### config.mk
export PLATFORM = sky130hd
export DESIGN_NAME = reg_control_spi
export DESIGN_NICKNAME = d
export VERILOG_FILES = /design/src/rtl/reg_control_spi.sv
export SDC_FILE = /design/constraint.sdc
export NUM_CORES = 1
export LEC_CHECK = 0
export CORE_UTILIZATION = 29
export CTS_CLUSTER_DIAMETER = 200
export CTS_CLUSTER_SIZE = 40
export DETAILED_ROUTE_END_ITERATION = 8
export PLACE_DENSITY = 0.82
export REMOVE_ABC_BUFFERS = 1
export SYNTH_ARGS = -nofsm -noshare
export SYNTH_HDL_FRONTEND = slang
export SYNTH_SLANG_ARGS = --single-unit
### constraint.sdc
create_clock -name clk_i -period 0.9 [get_ports clk_i]
set_input_delay 0.225 -clock clk_i [delete_from_list [all_inputs] [get_ports clk_i]]
set_output_delay 0.225 -clock clk_i [all_outputs]
set_load 0.01 [all_outputs]
### src/rtl/reg_control_spi.sv
// SPI control register: software loads the whole image, the SPI engine updates the
// RX-end count and clears the send request. Reserved bits are masked to zero.
module reg_control_spi #(
  parameter int DATA_WIDTH = 32
) (
  input  logic                  clk_i,
  input  logic                  rst_i,
  input  logic [DATA_WIDTH-1:0] data_1_i,
  input  logic                  wr_1_i,
  input  logic [9:0]            n_rx_end_i,
  input  logic                  wr_2_i,
  input  logic                  send_clear_i,
  output logic [DATA_WIDTH-1:0] data_o
);

  // Defined fields: send/cs_ctrl/all_1s [2:0], n_tx_end [12:4], n_rx_end [25:16].
  // Masked bits are constant zero and fold away in synthesis.
  localparam logic [DATA_WIDTH-1:0] FIELD_MASK = DATA_WIDTH'(26'h3FF_1FF7);

  localparam int SEND_BIT  = 0;
  localparam int RX_END_LO = 16;
  localparam int RX_END_HI = 25;

  logic [DATA_WIDTH-1:0] reg_d;
  logic [DATA_WIDTH-1:0] reg_q;

  always_comb begin
    reg_d = reg_q;
    if (wr_1_i) begin
      reg_d = data_1_i;
    end else begin
      // Engine updates are independent fields, so both may land in one cycle.
      if (wr_2_i) begin
        reg_d[RX_END_HI:RX_END_LO] = n_rx_end_i;
      end
      if (send_clear_i) begin
        reg_d[SEND_BIT] = 1'b0;
      end
    end
    reg_d = reg_d & FIELD_MASK;
  end

  always_ff @(posedge clk_i) begin
    if (rst_i) begin
      reg_q <= '0;
    end else begin
      reg_q <= reg_d;
    end
  end

  assign data_o = reg_q;

endmodule

==> summary.md, run 1 <==
| Metric | Value |
|---|---|
| Overall Global Routing Usage | 0.137 |
| Number of synthesis warnings | 0 |
| CTS Hold Buffers Added | 0 |
| Die Width | ~60 um |
| RD Place Congestion | slightly below 0.6 |
| Worst setup timing slack at the placement stage | -518 ps |
| DR iter-0 viols | 29 |
| Total buffers and inverters traversed by the critical path | 1 |
| Number of antenna-violating nets in the routed design | 0 |
| Port Buf Inserts | 58 |
| Capture point of the worst reg-to-reg path | data_o[0] |
| Arrival time of data at the critical path endpoint | around 770 ps |
| Sinks on Clock Net | 22 |
| Wire length of the first global-routing pass | 3710 um |
| Critical path class | reg2out |
| Full die area | approximately 3600 um^2 |
| Antenna violations before repair | 0 |
| Largest delay share family, worst path | flip-flops |
| Share of cells above drive strength 1 | 0.369 |
| Number of ports placed on the die boundary | 79 |
| Total power per unit cell area | about 1400 nW/um^2 |
| Multi-input combinational cell area | between 400 and 500 um^2 |
| Root buffer cell | clkbuf_4 |
| Final setup TNS | -1900 ps |
| Crit. Startpoint | data_o[16] |
| Leading cell type in the layout, fill and taps excluded | clkdlybuf4s50_1 |
| Filler cell count in the final layout | between 200 and 300 |
| Dpl cells | 198 |
| Hold violation total from the final report | 0 |
| Average vias per placed instance | 4.33 |
| Final setup fails | 22 |
| Startpoint of the worst-slack reg-to-reg timing path | data_o[0] |
| Number of cells traversed by the worst hold path | 4 |
| Worst R2R Path Depth | 2 |
| Drt drc | 0 |
| Detailed placer's ending HPWL | 1850 um |
| Synth Area per Inst | between 10 and 15 um^2 |
| Number of flip-flops in the largest register | 22 |
| Failing checks | negative setup slack |
| Setup clock skew after layout | 0 ps |
| Crit end category | output pin |
| CP Depth | 1 |
| Final period utilization | 1.10 |
| Seq cells post-synth | 22 |
| Clock tree from TritonCTS | done |
| Crit path launch type | register |
| Buffers from clock root to sink, at most | 2 |
| Hold Path Class | in2reg |
| Number of buffers created by CTS | 3 |
| Data required time at the worst endpoint | 670 ps |
| Vias | 884 |
| Final net count | about 210 |
| Count of inserted antenna diode cells | 0 |
| Routed wire per std cell | ~12 um |
| Gate count after technology mapping | 95 |
| Num rows | 20 |
| Terminating pin of the worst hold path | data_o[0] |
| Critical Path Max Stage Delay | ~350 ps |
| Clock-pin slew on the worst setup and hold paths | roughly 130 ps |
| Die Y-Extent | between 50 and 60 um |
| Number of standard cells in the layout, taps in and fillers out | about 200 |
| Pin count of the biggest net entering global routing | 17 |
| Highest clock frequency the design can meet | slightly above 1000 MHz |
| Leakage component of the power | ~0.76 nW |
| Insertion delay to the later sink of the worst-skew pair | around 300 ps |
| Worst min-delay path startpoint | wr_1_i |
| Ordered cell list for the critical path | buf_6 |
| Final min period | about 1000 ps |
| Max-cap violation count | 0 |
| Worst-case register-to-register setup slack | ~10 ps |
| GRT overflow | 0 |
| Core Box Area | 3130 um^2 |
| Largest fanout on the critical path | 2 |
| Unrepaired setup endpoints after global routing | yes |
| Area used by sequential logic in the layout | approximately 470 um^2 |
| Effective utilization at floorplan | 0.312 |
| CTS H-tree lvls | 1 |
| Area growth from synthesis to layout | 76.1% |
| Unique cell type count in the Yosys netlist | 14 |
| Outcome | finished, violations left |
| Slew Viols, Final | 0 |
| Worst-case hold slack | 444 ps |
| Cell type of the slowest stage on the worst timing path | dfxtp_2 |
| Sequential-to-total area share from yosys stat | 0.452 |
| First-pass iteration count of the detailed router | 4 |
| Aggregate routed wire length | 2400 um |
| Netlist area before placement | a little under 1000 um^2 |
| Highest ir drop seen on vdd | 723 uV |
| Number of global-route vias before repair | 883 |
| Final worst-path setup slack | -94.1 ps |
| Most used cells in the layout excluding fill and tap cells | 34 x clkdlybuf4s50_1, 24 x buf_6, 22 x dfxtp_2 |
==> kinds of logic after synthesis <==
kind of cell,after synthesis,share of synthesized area
and+or+nand+nor,23,0.119
DFF,22,0.452
buffers and inverters,17,0.127
other,1,0.00385
AOI/OAI and AO/OA,11,0.0821
muxes,21,0.216
==> stage by stage <==
| step | util | area, um^2 | total power (W) |
|---|---|---|---|
| after floorplan | - | 888 | 0.00125 |
| after CTS | 0.549 | 1720 | 0.00244 |
| final | 0.549 | 1720 | 0.00240 |
| after detailed placement | 0.506 | 1580 | 0.00162 |
| after global placement | 0.506 | 1580 | 0.00161 |
| after global routing | 0.549 | 1720 | 0.00252 |
==> report_power, final <==
group          switching [W]  internal, W
combinational       0.000196     0.000355
clock               0.000304     0.000450
sequential         0.0000461      0.00105
total               0.000546      0.00186
==> routing by layer <==
| layer | part of all wire | track usage | up-vias |
|---|---|---|---|
| met5 | 0 | 0 | - |
| met4 | 0 | 0.0299 | 0 |
| met3 | 0.085 | 0.0346 | 0 |
| met2 | 0.51 | 0.265 | 47 |
| met1 | 0.40 | 0.147 | 399 |
| li1 | - | - | 438 |
==> worst max path at each step <==
stage	end	slack, ps
floorplan	data_o[0]	20
global placement	data_o[0]	-480
detailed placement	data_o[22]	-520
CTS	data_o[11]	-110
global route	data_o[4]	-140
finish	data_o[16]	-90
==> synth_stat cells <==
| cell type | count | share of area |
|---|---|---|
| conb_1 | 1 | 0.0038 |
| nor2b_1 | 10 | 0.064 |
| clkinv_1 | 1 | 0.0038 |
| or3b_1 | 1 | 0.0090 |
| nor2_1 | 11 | 0.042 |
| a21oi_1 | 1 | 0.0051 |
| mux2i_1 | 21 | 0.22 |
| dfxtp_1 | 22 | 0.45 |
| buf_1 | 1 | 0.0038 |
| clkbuf_1 | 1 | 0.0038 |
| buf_4 | 12 | 0.092 |
| nand2_1 | 1 | 0.0038 |
| a211oi_1 | 10 | 0.077 |
| buf_6 | 2 | 0.023 |
==> layout make-up <==
| type | count | share of cell area |
|---|---|---|
| Timing Repair Buffer | 68 | 0.401 |
| Sequential cell | 22 | 0.273 |
| Multi-Input combinational cell | 65 | 0.262 |
| Inverter | 1 | 0.00219 |
| Clock inverter | 1 | 0.0175 |
| Clock buffer | 3 | 0.0131 |
| Tap cell | 44 | 0.0321 |
==> what timing repair did <==
action,4_1_cts,5_1_grt
gates cloned,0,0
buffers inserted,2,0
resized for setup,137,0
pin swaps,1,0
setup endpoints to repair,44,23
==> tightest hold or removal path, delay by kind of cell <==
kind / cells / cell delay, ps
buf+inv: 2 / 390
compound gates: 1 / 50
simple gates: 1 / 50
No activity file was read; power rests on OpenSTA's default activity.
==> run 2, diff against run 1 <==
- CORE_MARGIN: default -> 2
- SLEW_MARGIN: default -> 10
==> run 2 against run 1 <==
Against the previous run: the flow still finishes with violations (negative setup slack); global-route usage fell by 0.16 points; hold slack gained 30 ps; utilization up 0.28 points; cell count is 0.98% higher; routed wire length grew 7.0%; fmax rose by 0.11%; clock power fell by 29%; power fell by 6.4%; clock-buffer cell count increased by 1; combinational power increased by 12%; sequential power barely moved; critical endpoint is now data_o[10]; highest routed layer unchanged.
==> summary.md, run 2 (synthesis results as in run 1) <==
| Metric | Value |
|---|---|
| Core Box Area | between 3000 and 4000 um^2 |
| Number of flip-flops in the largest register | 22 |
| Buffers from clock root to sink, at most | 2 |
| Crit path launch type | register |
| Multi-input combinational cell area | 474 um^2 |
| GRT overflow | 0 |
| Setup clock skew after layout | 0 ps |
| Largest fanout on the critical path | 2 |
| Worst setup path endpoint | data_o[10] |
| Final min period | slightly below 1000 ps |
| Critical path class | reg2out |
| CTS H-tree lvls | 1 |
| Detailed placer's ending HPWL | roughly 1800 um |
| Antenna violations before repair | 0 |
| Final net count | roughly 210 |
| Clock-pin slew on the worst setup and hold paths | 120 ps |
| Number of buffers created by CTS | 3 |
| Total power per unit cell area | 1240 nW/um^2 |
| Cell type of the slowest stage on the worst timing path | dfxtp_2 |
| RD Place Congestion | between 0.6 and 0.7 |
| Filler cell count in the final layout | approximately 290 |
| Worst R2R Path Depth | 2 |
| Count of inserted antenna diode cells | 0 |
| Startpoint of the worst-slack reg-to-reg timing path | data_o[0] |
| Insertion delay to the later sink of the worst-skew pair | about 300 ps |
| Leakage component of the power | 0.795 nW |
| Average vias per placed instance | ~4.3 |
| Data required time at the worst endpoint | approximately 670 ps |
| Number of global-route vias before repair | 882 |
| Area used by sequential logic in the layout | 468 um^2 |
| Unrepaired setup endpoints after global routing | yes |
| Final period utilization | 1.10 |
| Outcome | finished, violations left |
| Total buffers and inverters traversed by the critical path | 1 |
| Highest clock frequency the design can meet | slightly above 1000 MHz |
| Worst-case register-to-register setup slack | around 20 ps |
| Slew Viols, Final | 0 |
| Share of cells above drive strength 1 | 0.400 |
| Ordered cell list for the critical path | buf_6 |
| Worst setup timing slack at the placement stage | -495 ps |
| Hold violation total from the final report | 0 |
| Hold Path Class | in2reg |
| First-pass iteration count of the detailed router | 2 |
| Number of antenna-violating nets in the routed design | 0 |
| Wire length of the first global-routing pass | 3820 um |
| Routed wire per std cell | 12.5 um |
| Max-cap violation count | 0 |
| Sinks on Clock Net | 22 |
| Num rows | 21 |
| Effective utilization at floorplan | 0.297 |
| Failing checks | negative setup slack |
| Final setup fails | 22 |
| Final worst-path setup slack | -93.0 ps |
| CP Depth | 1 |
| Largest delay share family, worst path | flip-flops |
| Drt drc | 0 |
| CTS Hold Buffers Added | 0 |
| Area growth from synthesis to layout | 85.9% |
| Aggregate routed wire length | 2570 um |
| Root buffer cell | clkbuf_4 |
| Highest ir drop seen on vdd | approximately 640 uV |
| Overall Global Routing Usage | 0.135 |
| Capture point of the worst reg-to-reg path | data_o[0] |
| Vias | 883 |
| Full die area | approximately 3800 um^2 |
| Critical Path Max Stage Delay | around 370 ps |
| Most used cells in the layout excluding fill and tap cells | 34 x clkdlybuf4s50_1, 24 x buf_6, 22 x dfxtp_2 |
| DR iter-0 viols | 23 |
| Clock tree from TritonCTS | done |
| Leading cell type in the layout, fill and taps excluded | clkdlybuf4s50_1 |
| Crit end category | output pin |
| Post-layout power | roughly 0.0023 W |
| Die Width | 62.0 um |
| Number of ports placed on the die boundary | 79 |
| Die Y-Extent | 62.0 um |
| Crit. Startpoint | data_o[10] |
| Port Buf Inserts | 58 |
| Pin count of the biggest net entering global routing | 23 |
| Arrival time of data at the critical path endpoint | just under 800 ps |
[run 2: power by group]
| part | leakage, nW | switching, W | internal (W) |
|---|---|---|---|
| Combinational | 0.585 | 0.000216 | 0.000402 |
| Sequential | 0.189 | 0.0000468 | 0.00105 |
| Clock | 0.0210 | 0.000287 | 0.000247 |
[run 2: through the flow]
stage               hold slack (ps)  instance area (um^2)  utilization  std cells  TNS, ps
finish                          474                  1810        0.552        206    -1800
global route                    487                  1810        0.552        206    -2840
CTS                             465                  1800        0.549        205    -2090
detailed placement              483                  1600        0.488        197   -14230
global placement                476                  1600        0.488        197   -13540
floorplan                       294                   888            -         88        0
[run 2: metal layers]
layer	GRT usage	part of all wire	up-vias
li1	-	-	437
met1	0.142	0.38	401
met2	0.262	0.52	45
met3	0.0352	0.093	0
met4	0.0365	0	0
met5	0	0	-
[run 2: what timing repair did]
action                     in CTS  in global routing
cloned                          2                  0
pin swaps                       5                  1
setup buffers                   2                  1
gates resized for setup       143                  1
setup endpoints to repair      44                 26
[run 2: cell type report]
class                           instances  area share
Clock buffer                            4      0.0200
Timing Repair Buffer                   68       0.426
Inverter                                1     0.00207
Multi-Input combinational cell         65       0.262
Sequential cell                        22       0.258
Tap cell                               46      0.0318
[run 2: tightest hold or removal path, stage by stage]
cell and delay [ps]:
dlygate4sd2_1 210, buf_6 140, or3b_1 110, a21oi_1 50
[run 2: worst min path at each step]
stage / from / endpoint / slack, ps / depth (start not counted)
4_1_cts: wr_1_i / data_o[0] / 470 / 4
3_5_place_dp: data_o[11] / data_o[11] / 480 / 2
5_1_grt: wr_1_i / data_o[0] / 490 / 4
2_1_floorplan: rst_i / data_o[0] / 290 / 1
3_3_place_gp: data_o[5] / data_o[5] / 480 / 2
6_report: wr_1_i / data_o[0] / 470 / 4
==> run 3, diff against run 2 <==
- GPL_ROUTABILITY_DRIVEN: default -> 0
==> results of run 3 <==
The final DEF is identical to that of run 2; final timing and power are the same.
